**src/rtl/aud_dac_tx.sv**
```systemverilog
// Serial audio transmitter: streams memory words LSB first, holding each bit
// for BIT_PERIOD clocks, prefetching the next word so words play back to back.
module aud_dac_tx #(
    parameter int WORD_W     = 256,
    parameter int ADDR_W     = 7,
    parameter int LAST_ADDR  = 122,
    parameter int BIT_PERIOD = 800
) (
    input  logic              clk,
    input  logic              rst,
    input  logic              start,
    input  logic              abort,
    output logic [ADDR_W-1:0] mem_addr,
    output logic              mem_rd,
    input  logic [WORD_W-1:0] mem_q,
    output logic              AUD_DACDAT,
    output logic              bit_strobe,
    output logic              busy,
    output logic              done
);

    localparam int TMR_W = (BIT_PERIOD > 1) ? $clog2(BIT_PERIOD) : 1;

    typedef enum logic [2:0] {IDLE, FETCH, WAIT, SHIFT, DONE} state_t;

    state_t              state;
    logic [TMR_W-1:0]    bit_tmr;
    logic [7:0]          bit_idx;
    logic [ADDR_W-1:0]   word_cnt;
    logic [WORD_W-1:0]   shift_reg;
    logic [WORD_W-1:0]   next_buf;
    logic                rd_d;

    logic tmr_last;
    logic bit_last;
    logic word_last;

    assign tmr_last  = (bit_tmr == TMR_W'(BIT_PERIOD - 1));
    assign bit_last  = (bit_idx == 8'(WORD_W - 1));
    assign word_last = (word_cnt == ADDR_W'(LAST_ADDR));

    always_ff @(posedge clk or negedge rst) begin
        if (!rst) begin
            state      <= IDLE;
            bit_tmr    <= '0;
            bit_idx    <= '0;
            word_cnt   <= '0;
            shift_reg  <= '0;
            next_buf   <= '0;
            rd_d       <= 1'b0;
            mem_addr   <= '0;
            mem_rd     <= 1'b0;
            AUD_DACDAT <= 1'b0;
            bit_strobe <= 1'b0;
            busy       <= 1'b0;
            done       <= 1'b0;
        end else if (state != IDLE && abort) begin
            state      <= IDLE;
            bit_tmr    <= '0;
            bit_idx    <= '0;
            word_cnt   <= '0;
            rd_d       <= 1'b0;
            mem_addr   <= '0;
            mem_rd     <= 1'b0;
            AUD_DACDAT <= 1'b0;
            bit_strobe <= 1'b0;
            busy       <= 1'b0;
            done       <= 1'b0;
        end else begin
            mem_rd     <= 1'b0;
            bit_strobe <= 1'b0;
            done       <= 1'b0;
            // One-cycle-delayed read strobe marks the cycle mem_q carries prefetched data.
            rd_d       <= mem_rd;
            case (state)
                IDLE: begin
                    AUD_DACDAT <= 1'b0;
                    mem_addr   <= '0;
                    word_cnt   <= '0;
                    bit_tmr    <= '0;
                    bit_idx    <= '0;
                    if (start && !abort) begin
                        state    <= FETCH;
                        mem_rd   <= 1'b1;
                        mem_addr <= '0;
                        busy     <= 1'b1;
                    end
                end
                FETCH: begin
                    state <= WAIT;
                end
                WAIT: begin
                    state      <= SHIFT;
                    shift_reg  <= mem_q;
                    AUD_DACDAT <= mem_q[0];
                    bit_strobe <= 1'b1;
                    bit_tmr    <= '0;
                    bit_idx    <= '0;
                    if (LAST_ADDR > 0) begin
                        mem_rd   <= 1'b1;
                        mem_addr <= ADDR_W'(1);
                    end
                end
                SHIFT: begin
                    if (rd_d) begin
                        next_buf <= mem_q;
                    end
                    if (!tmr_last) begin
                        bit_tmr <= bit_tmr + TMR_W'(1);
                    end else begin
                        bit_tmr <= '0;
                        if (!bit_last) begin
                            bit_idx    <= bit_idx + 8'd1;
                            shift_reg  <= {1'b0, shift_reg[WORD_W-1:1]};
                            AUD_DACDAT <= shift_reg[1];
                            bit_strobe <= 1'b1;
                        end else if (word_last) begin
                            state      <= DONE;
                            AUD_DACDAT <= 1'b0;
                            done       <= 1'b1;
                        end else begin
                            // Swap in the prefetched word so its bit 0 follows without a gap.
                            bit_idx    <= '0;
                            word_cnt   <= word_cnt + ADDR_W'(1);
                            shift_reg  <= next_buf;
                            AUD_DACDAT <= next_buf[0];
                            bit_strobe <= 1'b1;
                            if (word_cnt + ADDR_W'(1) != ADDR_W'(LAST_ADDR)) begin
                                mem_rd   <= 1'b1;
                                mem_addr <= word_cnt + ADDR_W'(2);
                            end
                        end
                    end
                end
                DONE: begin
                    state      <= IDLE;
                    busy       <= 1'b0;
                    AUD_DACDAT <= 1'b0;
                    mem_addr   <= '0;
                    word_cnt   <= '0;
                end
                default: begin
                    state <= IDLE;
                    busy  <= 1'b0;
                end
            endcase
        end
    end

endmodule

```
**config.mk**
```make
export PLATFORM = sky130hd
export DESIGN_NAME = aud_dac_tx
export DESIGN_NICKNAME = d
export VERILOG_FILES = /design/src/rtl/aud_dac_tx.sv
export SDC_FILE = /design/constraint.sdc
export NUM_CORES = 1
export LEC_CHECK = 0
export CAP_MARGIN = 20
export CORE_MARGIN = 2
export CORE_UTILIZATION = 26
export DETAILED_ROUTE_END_ITERATION = 10
export HOLD_SLACK_MARGIN = 0.15
export PLACE_DENSITY_LB_ADDON = 0.2
export SLEW_MARGIN = 20
export SYNTH_ARGS = -nofsm -noshare
export SYNTH_HDL_FRONTEND = slang
export SYNTH_SLANG_ARGS = --single-unit
```
**constraint.sdc**
```tcl
create_clock -name clk -period 4.7 [get_ports clk]
set_input_delay 0.94 -clock clk [delete_from_list [all_inputs] [get_ports clk]]
set_output_delay 0.94 -clock clk [all_outputs]
set_load 0.005 [all_outputs]
```
==> metrics.txt <==
reg2reg path depth=8; Worst-Skew Late Latency=about 0.63 ns; Seq pwr share=0.445; post-placement cell count=~4000; post-DP HPWL=about 44000 um; final cell count without fillers=approximately 4000; Iteration-0 DRC Markers=~1100; max_slew headroom=0.349; Ys Warns=0; DRC viols=0; FILL cells=between 10000 and 15000; Synth Area in Compound Gates=0.0788; layout cells sized above 1=0.228; CTS sink count=roughly 550; syn_nets=between 2000 and 3000; Synth cell types=54; Post-Syn Area per Cell=roughly 11 um2; Placer Congestion=between 0.7 and 0.8; CP dominant cell by count=buf_12; cells after synthesis=approximately 2500; area share of and/or/nand/nor cells after synthesis=0.128; grt met1 use=0.183; first-pass GRT wire length=116000 um; Port Buffers=approximately 270; pwr dens=~430 nW/um2; MaxCap Viol Count=0; max-slew violation count=0; Comb pwr share=0.166; Critical path buffers and inverters=2; vias per cell=between 4 and 5; GRT Residual Overflow=0; crit path time final=approximately 3.1 ns; Reg-to-Reg End=shift_reg[34]$_DFFE_PN0P_; unrepaired setup endpoints after global routing=no; DR WL/cell=~17 um; Vias=19404; Routed WL=between 70000 and 80000 um; sw frac=0.252; number of synthesized flops with an enable pin=0; Largest register FFs=256; clock tree buffer depth=3; nets@finish=around 3000; Max IR drop VDD=roughly 0.22 mV; Synth Area in Adders=0.00279; CTS Hold Bufs=0; CP max FO=24; full die area=roughly 110000 um2; worst-path cell chain=ha_1 -> and2_0 -> nand4_2 -> o21ai_2 -> nand4_4 -> buf_12 -> buf_12 -> mux2_1; Req. time, crit path=between 5 and 6 ns; Post-Syn Area=approximately 27000 um2; met2 usage=0.217; post-synthesis mux area share=0.240; main combinational cell family by area after synthesis=multiplexers; GR peak layer=met2; initial antenna violation count=9; FP Rows=around 120; clock root buffer master=clkbuf_16; delay-heaviest family, CP=simple AND/OR/NAND/NOR gates; Clock power frac=0.389; Initial Util=0.261; vias in the first global route=20196; Core ar.=103000 um2; Global Route Usage Sum=0.136; Reg clk slew, reported paths=approximately 0.060 ns; Pleak=15.4 nW; FF-to-FF Start=bit_tmr[0]$_DFFE_PN0N_; cts bufs inserted=between 70 and 80; Async SR Flop Fraction=1.00; H-tree Lvls=3; setup slack, reg-to-reg=1.57 ns; slowest CP cell=nand4_4; Crit Path Class=reg2reg; CTS tree=done; Final Cycle Share=0.665; Hold Path Class=in2async; CP startpoint kind=register; Area growth syn-to-layout=24.3%; IO Count=around 270; Fin. Hold Viols=0; DRT antenna net count=0; largest net degree at the start of global routing=roughly 200; drt pass-1 iters=7; fmax=~0.32 GHz; setup_tns=0 ns; Slowest Stage Delay on Critical Path=between 0.4 and 0.5 ns; Worst Tran Pin Value=0.976 ns; critical path endpoint category=register; Die Height=approximately 330 um; XOR/XNOR share of the synthesized area=0.00228; Worst Path Arrival=3.63 ns; post_cts resized=0; final setup violation count=0; # Post-CTS Setup Buffers=0; Clock Skews=0.0254 ns; synthesized flop and latch total=between 500 and 600; NetSw=roughly 3.6 mW; Internal Pwr Total=10.7 mW; GR Util met3=0.0331; top_reg_cell synth=dfrtp_1; status=finished, final reports clean; die width=326 um; sequential fraction of the synthesis area=0.513
worst max path at each step:
| stage | start | endpoint | slack [ns] | cells after the start |
|---|---|---|---|---|
| floorplan | abort | next_buf[215]$_DFFE_PN0P_ | 2.38 | 6 |
| global placement | abort | next_buf[91]$_DFFE_PN0P_ | 1.25 | 6 |
| detailed placement | abort | next_buf[78]$_DFFE_PN0P_ | 1.23 | 6 |
| CTS | bit_tmr[0]$_DFFE_PN0N_ | shift_reg[34]$_DFFE_PN0P_ | 1.53 | 8 |
| global route | bit_tmr[0]$_DFFE_PN0N_ | shift_reg[74]$_DFFE_PN0P_ | 1.35 | 8 |
| finish | bit_tmr[0]$_DFFE_PN0N_ | shift_reg[34]$_DFFE_PN0P_ | 1.57 | 8 |
power by group through the flow:
stage | clock [mW] | sequential (mW) | combinational, mW
6_report | 5.56 | 6.37 | 2.38
3_3_place_gp | 0 | 6.41 | 2.36
3_5_place_dp | 0 | 6.43 | 2.41
2_1_floorplan | 0 | 6.26 | 1.77
5_1_grt | 5.97 | 6.51 | 2.66
4_1_cts | 5.80 | 6.37 | 2.43
layer usage:
layer / wire [um] / vias up
met5: 85 / -
met4: 1610 / 14
met3: 3260 / 115
met2: 33200 / 369
met1: 33800 / 9883
li1: - / 9023
logic make-up after synthesis:
kind of cell,after synthesis
AO/OA/AOI/OAI,337
flip-flops,552
adder cells (fa/ha/maj),6
buffers and inverters,189
XOR/XNOR,7
multiplexers,513
AND/OR/NAND/NOR,863
Yosys cell counts (2+ instances only):
| cell | instances | share of area |
|---|---|---|
| nor4b_1 | 2 | 0.00065 |
| o211ai_1 | 4 | 0.0011 |
| o21ai_0 | 30 | 0.0056 |
| buf_6 | 27 | 0.011 |
| o22ai_1 | 3 | 0.00070 |
| xnor2_1 | 4 | 0.0013 |
| nor2_1 | 268 | 0.037 |
| and3b_1 | 3 | 0.00098 |
| a31oi_1 | 258 | 0.060 |
| inv_1 | 9 | 0.0013 |
| nand4_2 | 2 | 0.00093 |
| o31ai_1 | 8 | 0.0022 |
| nor2b_1 | 3 | 0.00070 |
| and4_1 | 4 | 0.0013 |
| a21oi_1 | 14 | 0.0026 |
| nand2_1 | 528 | 0.074 |
| nand3_1 | 16 | 0.0030 |
| nand4_1 | 5 | 0.0012 |
| buf_2 | 29 | 0.0054 |
| and3_1 | 4 | 0.00093 |
| dfrtp_1 | 552 | 0.51 |
| ha_1 | 6 | 0.0028 |
| clkbuf_1 | 123 | 0.017 |
| o2bb2ai_1 | 7 | 0.0023 |
| mux2_4 | 182 | 0.10 |
| nor3_1 | 7 | 0.0013 |
| nand3b_1 | 3 | 0.00084 |
| xor2_1 | 3 | 0.00098 |
| nand2b_1 | 6 | 0.0014 |
| and2_1 | 3 | 0.00070 |
| mux2_1 | 63 | 0.026 |
| mux2_2 | 268 | 0.11 |
| or3_1 | 2 | 0.00046 |
through the flow:
| step | power (mW) | utilization | hold slack, ns | setup WS (ns) | cell area [um2] |
|---|---|---|---|---|---|
| finish | 14.3 | 0.325 | 0.346 | 1.57 | 33500 |
| global route | 15.1 | 0.325 | 0.364 | 1.35 | 33500 |
| CTS | 14.6 | 0.325 | 0.333 | 1.53 | 33500 |
| detailed placement | 8.84 | 0.302 | 0.477 | 1.23 | 31100 |
| global placement | 8.77 | 0.302 | 0.474 | 1.25 | 31100 |
| floorplan | 8.03 | - | 0.464 | 2.38 | 26900 |
layout make-up:
| type | count | area, um2 | area share |
|---|---|---|---|
| Antenna cell | 2 | 5.00 | 0.000150 |
| Inverter | 9 | 33.8 | 0.00101 |
| Multi-Input combinational cell | 1726 | 12200 | 0.365 |
| Clock inverter | 19 | 234 | 0.00699 |
| Tap cell | 1380 | 1730 | 0.0516 |
| Sequential cell | 552 | 13800 | 0.413 |
| Timing Repair Buffer | 323 | 3320 | 0.0992 |
| Clock buffer | 105 | 2130 | 0.0636 |
layout by cell type, fill, tap and decap left out, types with 4 or more instances in the layout:
cell             count
a21oi_1             14
and3_1               4
bufinv_16            5
clkbuf_16           75
o211ai_1             4
mux2_2             268
clkdlybuf4s50_1    270
mux2_4             182
o2bb2ai_1            7
and4_1               4
a31oi_1            258
mux2_1              63
xnor2_1              4
nor3_1               7
nand3_1             16
clkbuf_1            16
clkinv_2            10
nor2_1             267
nand2_1            526
buf_12              17
dfrtp_1            552
inv_1                9
buf_4               35
nand4_1              5
nand2b_1             6
clkbuf_8            14
ha_1                 6
o31ai_1              7
o21ai_0             30
worst register-to-register path: cells and delay by family, from the launching register on:
kind / cells / cell delay (ns)
AOI/OAI and AO/OA: 1 / 0.25
DFF: 1 / 0.39
adders and majority gates: 1 / 0.23
and+or+nand+nor: 3 / 1.13
buffers and inverters: 2 / 0.64
muxes: 1 / 0.34
(Power assumes the default switching activity.)
